File: src/rtl/gated_bus_reg.sv
// Registered shared-bus driver for N_SRC gated sources, with a bus keeper and
// gate-contention detection (sticky flag, first-offender capture, saturating count).
module gated_bus_reg #(
  parameter int WIDTH = 16,
  parameter int N_SRC = 4,
  parameter int CNT_W = 8
) (
  input  logic                     Clk,
  input  logic                     Reset_n,
  input  logic [N_SRC-1:0]         gate,
  input  logic [N_SRC*WIDTH-1:0]   src_data,
  input  logic                     err_clr,
  output logic [WIDTH-1:0]         bus_out,
  output logic                     bus_valid,
  output logic [$clog2(N_SRC)-1:0] bus_src,
  output logic                     contention,
  output logic                     err_sticky,
  output logic [N_SRC-1:0]         err_gate,
  output logic [CNT_W-1:0]         err_count
);

  localparam int SW = $clog2(N_SRC);
  localparam int PW = $clog2(N_SRC) + 1;

  logic [WIDTH-1:0] src_arr [N_SRC];
  logic [PW-1:0]    gate_cnt;
  logic [SW-1:0]    sel_idx;
  logic [WIDTH-1:0] sel_data;
  logic             is_one;
  logic             is_multi;

  generate
    for (genvar gi = 0; gi < N_SRC; gi++) begin : g_src
      assign src_arr[gi] = src_data[gi*WIDTH +: WIDTH];
    end
  endgenerate

  // Index/data are only meaningful when exactly one gate is open.
  always_comb begin
    gate_cnt = '0;
    sel_idx  = '0;
    sel_data = '0;
    for (int i = 0; i < N_SRC; i++) begin
      gate_cnt = gate_cnt + PW'(gate[i]);
      if (gate[i]) begin
        sel_idx  = SW'(i);
        sel_data = src_arr[i];
      end
    end
    is_one   = (gate_cnt == PW'(1));
    is_multi = (gate_cnt > PW'(1));
  end

  always_ff @(posedge Clk or negedge Reset_n) begin
    if (!Reset_n) begin
      bus_out    <= '0;
      bus_valid  <= 1'b0;
      bus_src    <= '0;
      contention <= 1'b0;
    end else begin
      bus_valid  <= is_one;
      contention <= is_multi;
      if (is_one) begin
        bus_out <= sel_data;
        bus_src <= sel_idx;
      end
    end
  end

  // A clear in the same cycle as a contention event is applied before the event.
  always_ff @(posedge Clk or negedge Reset_n) begin
    if (!Reset_n) begin
      err_sticky <= 1'b0;
      err_gate   <= '0;
      err_count  <= '0;
    end else if (err_clr) begin
      err_sticky <= is_multi;
      err_gate   <= is_multi ? gate : '0;
      err_count  <= is_multi ? CNT_W'(1) : '0;
    end else if (is_multi) begin
      err_sticky <= 1'b1;
      if (!err_sticky)
        err_gate <= gate;
      if (err_count != {CNT_W{1'b1}})
        err_count <= err_count + CNT_W'(1);
    end
  end

endmodule

File: config.mk
export PLATFORM = sky130hd
export DESIGN_NAME = gated_bus_reg
export DESIGN_NICKNAME = d
export VERILOG_FILES = /design/src/rtl/gated_bus_reg.sv
export SDC_FILE = /design/constraint.sdc
export NUM_CORES = 1
export LEC_CHECK = 0
export CORE_UTILIZATION = 39
export DETAILED_ROUTE_END_ITERATION = 8
export HOLD_SLACK_MARGIN = 0.02
export PLACE_DENSITY_LB_ADDON = 0.25
export SYNTH_ARGS = -nofsm -noshare
export SYNTH_HDL_FRONTEND = slang
export SYNTH_SLANG_ARGS = --single-unit
File: constraint.sdc
create_clock -name Clk -period 1.7 [get_ports Clk]
set_input_delay 0.255 -clock Clk [delete_from_list [all_inputs] [get_ports Clk]]
set_output_delay 0.255 -clock Clk [all_outputs]
set_load 0.02 [all_outputs]
==> results.json, run 1 <==
{
  "drc": 0,
  "clk_pin_slew_ps": 80,
  "path_class": "in -> reg",
  "core_area_um2": 4723,
  "rsz0062_at_grt": "true",
  "tightest_slew_ps": 746.7,
  "globalRoute.totalOverflow": 0,
  "cts-root-buf": "clkbuf_8",
  "finalSetupTns_ps": -2466,
  "final.min_clock_period_ps": 1914,
  "p_leak_nw": 1.427,
  "max_freq_mhz": 522.4,
  "hold_viol": 0,
  "hold_path.class": "in -> async",
  "pin_count": 104,
  "initial_core_util_pct": 40.40,
  "ir_drop_mv": 0.6667,
  "synth_top_area_cell": "dfrtp_1",
  "drive_gt1_share_pct": 28.31,
  "wirelength_mm": 6.113,
  "dieArea_um2": 5176,
  "synth_ff_type": "dfrtp_1",
  "worst-path-max-fanout": 5,
  "drv_slew": 0,
  "dpl.hpwl_mm": 3.935,
  "maxCapViolCount": 0,
  "numCtsBuffers": 5,
  "cts_tree": "built",
  "combPwrFrac_pct": 51.0,
  "finalClockSkew_ps": 7.073,
  "cts_sinks": 33,
  "h-tree-depth": 2,
  "syn_area_per_cell_um2": 9.173,
  "nets": 408,
  "p_total_w": 0.003751,
  "synth_common_cells": "a21oi_1 (36), dfrtp_1 (33), nor2_1 (25)",
  "power.switching_w": 0.001418,
  "grt_pass1_wl_mm": 9.549,
  "grt_usage_pct": 23.90,
  "violations": "negative setup slack",
  "via_count": 2074,
  "power.internal_w": 0.002333,
  "status": "finished, violations left",
  "drt_iter0_markers": 117,
  "min_period_over_period_pct": 112.6,
  "synthArstFlopShare_pct": 100.0,
  "fin_ws_ps": -214.2,
  "crit_required_ps": 1930,
  "synth_edf_count": 0,
  "syn2layout_area_growth_pct": 89.31,
  "grt_pass1_vias": 1984,
  "die_w_um": 71.95,
  "yosysUniqueCellTypes": 36,
  "gp_congestion": 0.7364,
  "pwr-share-clk_pct": 15.8,
  "switching_share_pct": 37.80,
  "clock_latency_ps": 300,
  "arrival_ps": 2150,
  "yosys_warnings": 0,
  "viasPerCell": 5.198,
  "num_rows": 25,
  "pwr-share-seq_pct": 33.2,
  "first_pass_iters": 4,
  "antenna_found_initial": 0,
  "ys_seq_area_share_pct": 43.28,
  "critPathLaunchType": "input port",
  "setup_violations": 20,
  "syn_nets": 285,
  "die_h_um": 71.95,
  "endpoint_kind": "flip-flop",
  "synth.area.top_cells": "dfrtp_1 (43%), a21oi_1 (9.4%), a221oi_1 (7.3%), nand3b_1 (7.1%), nor2_1 (4.9%)",
  "n_antenna_cell": 0,
  "grt_max_degree": 36,
  "synth_most_common_cell": "a21oi_1",
  "detail-route-antenna-nets": 0,
  "syn_inst": 208,
  "synth_top_area_share_pct": 43.28,
  "port_buffers": 103,
  "netlist_area_um2": 1908,
  "wl_per_cell_um": 15.32,
  "pwr_density_cell_nw_per_um2": 1038,
  "cts_buffer_depth": 2,
  "slew_headroom_pct": 50.22,
  "ys_ff_latch": 33
}
==> power by group through the flow <==
stage / logic [W] / clock network (W) / registers [W]
2_1_floorplan: 0.000452 / 0 / 0.00147
3_3_place_gp: 0.00152 / 0 / 0.00117
3_5_place_dp: 0.00155 / 0 / 0.00117
4_1_cts: 0.00180 / 0.000599 / 0.00118
5_1_grt: 0.00203 / 0.000635 / 0.00128
6_report: 0.00191 / 0.000594 / 0.00124
==> flip-flops by register name, summed over array words and instances, names as in the netlist <==
name	count
err_sticky	1
bus_src	2
err_count	8
bus_out	16
bus_valid	1
err_gate	4
contention	1
==> cells by family after synthesis <==
logic type / share of synthesized area (%)
AOI/OAI and AO/OA: 22.56
xor gates and xnor gates: 0.9182
adders and majority gates: 4.328
DFF: 43.28
and+or+nand+nor: 22.10
buffers and inverters: 5.770
muxes: 1.049
==> layout make-up <==
cell class | instances | area, µm²
inverters | 9 | 43.79
well taps | 67 | 83.83
fillers | 320 | 1111
clock buffers | 5 | 68.82
multi-input cells | 152 | 1240
flip-flops and latches | 33 | 825.8
repair buffers | 130 | 1333
clock inverters | 3 | 17.52
==> cell usage in the layout (no fill, tap or decap), drive strengths merged, types with 2 or more instances in the layout <==
| cell type | count |
|---|---|
| a31oi | 2 |
| nor2b | 2 |
| inv | 9 |
| dlygate4sd2 | 2 |
| nand2 | 19 |
| nor3b | 2 |
| nor3 | 2 |
| clkinv | 2 |
| nor2 | 25 |
| buf | 31 |
| nand3b | 18 |
| a21oi | 36 |
| ha | 5 |
| o21ai | 4 |
| o31ai | 2 |
| a221oi | 16 |
| dfrtp | 33 |
| a22o | 4 |
| clkdlybuf4s50 | 96 |
| xor2 | 2 |
| clkbuf | 5 |
| mux2i | 2 |
| nand3 | 2 |
==> layer usage <==
layer	wire length [µm]	vias up	share of wire (%)	track usage [%]
li1	-	1004	-	-
met1	2515	974	41	30.01
met2	3082	87	50	38.26
met3	414	9	6.8	8.056
met4	100	0	1.6	9.150
met5	0	-	0	0
==> what timing repair did <==
item / CTS / global route
pin swaps: 4 / 8
gates cloned: 3 / 0
hold buffers: 0 / 0
buffers inserted: 7 / 3
resized for setup: 42 / 41
endpoints found under the setup margin: 34 / 31
==> path summary, 6_finish.rpt <==
check,from,end,slack (ps),depth (start not counted)
max in group asynchronous,Reset_n,contention,1210,1
min in group Clk,gate[0],err_gate[0],190,2
worst max register to register,err_count[1],err_count[1],130,6
worst min-delay path,Reset_n,err_gate[3],20,1
worst min register to register,err_gate[2],err_gate[2],520,1
worst max-delay path,gate[1],bus_out[0],-210,13
==> per-stage QoR <==
| step | setup slack, ps | hold WS [ps] | utilization, % | instances | instance area [µm²] |
|---|---|---|---|---|---|
| floorplan | -533.8 | -40.59 | - | 208 | 2031 |
| global placement | -833.9 | 350.5 | 66.97 | 382 | 3163 |
| detailed placement | -893.5 | 357.2 | 66.97 | 382 | 3163 |
| CTS | -187.1 | 40.72 | 73.80 | 400 | 3486 |
| global route | -281.4 | 79.78 | 76.48 | 399 | 3612 |
| finish | -214.2 | 22.61 | 76.48 | 399 | 3612 |
==> worst max-delay path, cell delays in order <==
cell,delay (ps)
buf_8,80
inv_4,30
fa_1,530
inv_1,40
ha_2,180
inv_2,80
ha_4,200
nor3b_4,210
buf_6,170
buf_12,140
buf_12,110
nor2_4,40
a21oi_2,90
Power figures use the tool's default switching activity.
==> run 2: changes to the inputs <==
--- a/config.mk
+++ b/config.mk
@@ -5,7 +5,9 @@
 export SDC_FILE = /design/constraint.sdc
 export NUM_CORES = 1
 export LEC_CHECK = 0
-export CORE_UTILIZATION = 39
+export CELL_PAD_IN_SITES_DETAIL_PLACEMENT = 0
+export CELL_PAD_IN_SITES_GLOBAL_PLACEMENT = 1
+export CORE_UTILIZATION = 28
 export DETAILED_ROUTE_END_ITERATION = 8
 export HOLD_SLACK_MARGIN = 0.02
 export PLACE_DENSITY_LB_ADDON = 0.25
==> run 2 against run 1 <==
  * Global-route usage fell by 6.1 points
  * Clock power fell by 5.7%
  * First-iteration DRC count rose by 1.7%
  * The run ends with design-rule violations, negative setup slack left
  * Die area rose by 38%
  * Critical path type unchanged
  * Design area fell by 3.5%
==> results.json, run 2 (synthesis results as in run 1) <==
{
  "pwr-share-clk_pct": 16.1,
  "pwr-share-seq_pct": 34.4,
  "power.internal_w": 0.002230,
  "r2r_start": "err_count[1]",
  "drc": 4,
  "ir_drop_mv": 0.4172,
  "numCtsBuffers": 5,
  "fin_ws_ps": -127.6,
  "most-common-layout-cells": "clkdlybuf4s50_1 (95), dfrtp_1 (33), a21oi_1 (30), nand2_1 (19), nand3b_1 (18)",
  "hold_viol": 0,
  "max_stage_delay_ps": 560,
  "crit_required_ps": 1900,
  "status": "finished, violations left",
  "pwr_density_cell_nw_per_um2": 994.6,
  "dpl.hpwl_mm": 4.119,
  "cts_buffer_depth": 2,
  "tightest_slew_ps": 745.6,
  "mostFrequentLayoutCell": "clkdlybuf4s50_1",
  "finalClockSkew_ps": 1.006,
  "h-tree-depth": 2,
  "power.switching_w": 0.001237,
  "die_h_um": 84.55,
  "r2r_setup_slack_ps": 180,
  "pin_count": 104,
  "ff2ff_path_depth": 5,
  "rsz0062_at_grt": "true",
  "grt_pass1_wl_mm": 9.970,
  "critPathLaunchType": "input port",
  "grt_max_degree": 36,
  "via_count": 1983,
  "critical-path-slowest-cell": "fa_1",
  "drive_gt1_share_pct": 21.69,
  "nets": 408,
  "clock_latency_ps": 280,
  "ctsHoldBuffers": 0,
  "slew_headroom_pct": 50.29,
  "cts_tree": "built",
  "cts-root-buf": "clkbuf_8",
  "switching_share_pct": 35.69,
  "drt_iter0_markers": 119,
  "wirelength_mm": 5.847,
  "path_class": "in -> reg",
  "design_area_um2": 3486,
  "grt_usage_pct": 17.77,
  "antenna_found_initial": 0,
  "viasPerCell": 4.848,
  "top_regs": "bus_out: 16 flops, err_count: 8 flops, err_gate: 4 flops",
  "hold_path.class": "in -> async",
  "maxCapViolCount": 0,
  "p_total_w": 0.003467,
  "cts_sinks": 33,
  "drv_slew": 0,
  "die_w_um": 84.55,
  "port_buffers": 103,
  "core_area_um2": 6459,
  "worst-path-max-fanout": 5,
  "path_buf_inv": 6,
  "gp_congestion": 0.7291,
  "largest_reg_flops": 16,
  "max_freq_mhz": 547.2,
  "combPwrFrac_pct": 49.5,
  "crit_path_start": "gate[3]",
  "clk_pin_slew_ps": 60,
  "arrival_ps": 2030,
  "rr_endpoint": "err_count[5]",
  "grt_pass1_vias": 2045,
  "min_period_over_period_pct": 107.5,
  "first_pass_iters": 6,
  "initial_core_util_pct": 29.54,
  "dieArea_um2": 7149,
  "crit_chain": "buf_8 > inv_4 > fa_1 > inv_2 > ha_4 > inv_4 > ha_4 > nor3b_4 > buf_6 > buf_6 > nor2_1 > a31oi_1",
  "syn2layout_area_growth_pct": 82.69,
  "n_antenna_cell": 0,
  "dpl-instance-area_um2": 3156,
  "detail-route-antenna-nets": 0,
  "place_ws_ps": -885.0,
  "setup_violations": 19,
  "violations": "design-rule violations, negative setup slack",
  "regMostFlops": "bus_out",
  "p_leak_nw": 1.419,
  "num_rows": 29,
  "final.min_clock_period_ps": 1828,
  "globalRoute.totalOverflow": 0,
  "endpoint_kind": "flip-flop",
  "cpLargestDelayFamily": "adder cells",
  "wl_per_cell_um": 14.30
}
[run 2: cell count changes in the layout (fill, tap and decap cells not counted), moves of 2 or more]
cell and change:
nor2_4 -8, clkbuf_1 +3, inv_2 +2, buf_12 -4, nor2_1 +8, buf_6 +6
a21oi_2 -11, a21oi_1 +11, clkinv_2 -2
[run 2: metrics by stage]
| stage | hold WS (ps) | TNS [ps] | util, % | std cells |
|---|---|---|---|---|
| final | 37.84 | -1679 | 53.97 | 409 |
| after global routing | 87.98 | -2923 | 53.97 | 409 |
| after CTS | 53.74 | -2101 | 52.75 | 410 |
| after detailed placement | 368.3 | -25250 | 48.86 | 391 |
| after global placement | 364.9 | -24540 | 48.86 | 391 |
| after floorplan | -40.59 | -12410 | - | 208 |
[run 2: worst max path at each step]
stage,to,slack [ps],cells past startpoint
after global routing,bus_src[1],-180,12
after floorplan,bus_out[8],-530,12
after CTS,err_gate[1],-130,13
final,bus_src[1],-130,12
after detailed placement,bus_src[1],-890,11
after global placement,bus_src[1],-830,11
[run 2: cell type report]
class | count | area (µm²)
clock buffer | 8 | 80.08
fill | 625 | 2973
inverter | 9 | 41.29
multi-input combinational | 152 | 1142
sequential | 33 | 825.8
tap | 77 | 96.34
timing repair buffer | 130 | 1300
[run 2: metal layers]
layer,GRT usage (%),vias up,routed length (µm)
met4,6.009,0,48
met2,29.49,55,2927
met3,4.720,2,321
met5,0,-,0
met1,22.42,919,2548
li1,-,1007,-
[run 2: power groups by stage]
stage	sequential [W]	clock (W)	combinational, W
floorplan	0.00147	0	0.000452
global placement	0.00117	0	0.00152
detailed placement	0.00117	0	0.00154
CTS	0.00119	0.000586	0.00169
global route	0.00123	0.000629	0.00184
finish	0.00119	0.000560	0.00172
[run 2: worst reg2reg max path: stages, from the launching register on]
cell and delay, ps:
dfrtp_1 420, ha_1 240, nand4_4 180, o21ai_4 80, or4_1 400, a21oi_1 130
[run 2: repair_timing]
item	in CTS	in global routing
pin swaps	6	8
buffers inserted	7	2
setup endpoints to repair	34	31
resized for setup	41	21
gates cloned	4	0
==> run 3: changes to the inputs <==
--- a/config.mk
+++ b/config.mk
@@ -7,6 +7,7 @@
 export LEC_CHECK = 0
 export CELL_PAD_IN_SITES_DETAIL_PLACEMENT = 0
 export CELL_PAD_IN_SITES_GLOBAL_PLACEMENT = 1
+export CORE_MARGIN = 2
 export CORE_UTILIZATION = 28
 export DETAILED_ROUTE_END_ITERATION = 8
 export HOLD_SLACK_MARGIN = 0.02
==> run 3 against run 2 <==
  * The flow finishes with violations (negative setup slack)
  * First-iteration DRC count shrank 79%
  * Clock power grew 2%
  * Design area shrank 2.7%
  * Via count grew 1.1%
  * Largest power group unchanged
  * Sequential share of layout area grew 0.66 points
  * Combinational power shrank 6%
  * Die area grew 4.8%
  * Flip-flop and latch count is the same
  * Maximum frequency grew 3.1%
  * Setup slack gained 55 ps
  * Core utilization shrank 3.2 points
==> results.json, run 3 (synthesis results as in run 1) <==
{
  "grt_pass1_vias": 2038,
  "dieArea_um2": 7491,
  "critical-path-slowest-cell": "fa_1",
  "num_rows": 30,
  "dpl.hpwl_mm": 4.441,
  "final_cells": 409,
  "tightest_slew_ps": 858.6,
  "clk_pin_slew_ps": 70,
  "initial_core_util_pct": 28.56,
  "grt_pass1_wl_mm": 9.639,
  "regMostFlops": "bus_out",
  "cts-root-buf": "clkbuf_8",
  "wirelength_mm": 5.901,
  "hold_path.class": "in -> async",
  "rr_endpoint": "err_count[1]",
  "maxCapViolCount": 0,
  "wl_met2_mm": 2.867,
  "seq_area_um2": 825.8,
  "worst-path-stages": 12,
  "fill_cells": 665,
  "wl_per_cell_um": 14.43,
  "r2r_setup_slack_ps": 140,
  "finalCoreUtilization_pct": 50.77,
  "drt_iter0_markers": 25,
  "crit_path_start": "gate[0]",
  "cts_buffer_depth": 2,
  "die_h_um": 86.55,
  "top_layer": "met4",
  "cpLargestDelayFamily": "adder cells",
  "detail-route-antenna-nets": 0,
  "core_area_um2": 6681,
  "most-common-layout-cells": "clkdlybuf4s50_1 (94), a21oi_1 (33), dfrtp_1 (33), nor2_1 (23), nand2_1 (19)",
  "hold_slack_ps": 6.819,
  "port_buffers": 103,
  "drc": 0,
  "p_leak_nw": 1.417,
  "cts_tree": "built",
  "globalRoute.totalOverflow": 0,
  "endpoint_kind": "flip-flop",
  "ctsHoldBuffers": 0,
  "finalClockSkew_ps": 0.9316,
  "clock_latency_ps": 290,
  "path_class": "in -> reg",
  "mostFrequentLayoutCell": "clkdlybuf4s50_1",
  "setup_violations": 19,
  "via_count": 2004,
  "critPathLaunchType": "input port",
  "max_stage_delay_ps": 520,
  "syn2layout_area_growth_pct": 77.77,
  "h-tree-depth": 2,
  "nets": 405,
  "pwr_density_cell_nw_per_um2": 989.8,
  "numCtsBuffers": 5,
  "violations": "negative setup slack",
  "max_freq_mhz": 564.2,
  "largest_reg_flops": 16,
  "rsz0062_at_grt": "true",
  "n_antenna_cell": 0,
  "multi_input_area_um2": 1087,
  "min_period_over_period_pct": 104.3,
  "hold_viol": 0,
  "worst-path-max-fanout": 8,
  "path_buf_inv": 6,
  "place_ws_ps": -855.1,
  "final.min_clock_period_ps": 1772,
  "top_regs": "bus_out: 16 flops, err_count: 8 flops, err_gate: 4 flops",
  "first_pass_iters": 4,
  "r2r_start": "err_count[1]",
  "ir_drop_mv": 0.3116,
  "wl_met1_mm": 2.563,
  "grt_max_degree": 36,
  "crit_top_cell": "buf_6",
  "crit_chain": "buf_8 > inv_4 > fa_1 > inv_1 > ha_2 > inv_2 > ha_4 > nor3b_4 > buf_6 > buf_6 > nor2_1 > a21oi_1",
  "status": "finished, violations left",
  "slew_headroom_pct": 42.33,
  "grt_usage_pct": 16.26,
  "viasPerCell": 4.900,
  "met3_length_um": 415,
  "drv_slew": 0,
  "fin_ws_ps": -72.29,
  "cts_sinks": 33,
  "arrival_ps": 1980,
  "antenna_found_initial": 0,
  "crit_required_ps": 1910,
  "drive_gt1_share_pct": 18.84,
  "die_w_um": 86.55,
  "dp_cells": 395,
  "ff2ff_path_depth": 6,
  "gp_congestion": 0.7416,
  "pin_count": 104
}
-- run 3: how the worst max path moves through the flow --
stage / end / slack, ps
6_report: bus_out[12] / -70
5_1_grt: bus_out[8] / -160
3_3_place_gp: bus_src[1] / -820
3_5_place_dp: bus_out[11] / -860
2_1_floorplan: bus_out[8] / -530
4_1_cts: bus_out[12] / -60
-- run 3: cell type report --
cell class	instances	share of cell area, %
repair buffers	127	36.92
multi-input cells	152	32.05
flip-flops and latches	33	24.35
well taps	80	2.951
clock buffers	6	2.139
inverters	9	1.291
clock inverters	2	0.2951
-- run 3: per-stage QoR --
step           setup TNS, ps  total power, W  instance area [µm²]
3_3_place_gp          -24670        0.002715                 3167
2_1_floorplan         -12410        0.001919                 2031
6_report              -922.3        0.003357                 3392
4_1_cts               -851.2        0.003361                 3317
5_1_grt                -2709        0.003559                 3392
3_5_place_dp          -25070        0.002733                 3167
-- run 3: power by group --
group          total (W)  switching (W)  internal, W
clock network   0.000572       0.000288     0.000283
registers        0.00118       0.000153      0.00102
logic            0.00161       0.000768     0.000841
-- run 3: worst reg2reg max path, delay by kind of cell, from the launching register on --
family	cells	cell delay, ps
AND/OR/NAND/NOR	2	260
adder cells (fa/ha/maj)	1	240
buffers and inverters	1	140
AO/OA/AOI/OAI	1	220
flip-flops	1	420
multiplexers	1	180
-- run 3: per-layer routing --
| metal | track usage, % | vias to the layer above |
|---|---|---|
| li1 | - | 995 |
| met1 | 20.44 | 928 |
| met2 | 27.34 | 76 |
| met3 | 4.571 | 5 |
| met4 | 4.545 | 0 |
| met5 | 0 | - |
-- run 3: timing repair --
item                       in CTS  in global routing
buffers inserted                2                  2
pin swaps                       3                  6
setup endpoints to repair      33                 32
cloned                          2                  0
resized for setup              31                 16
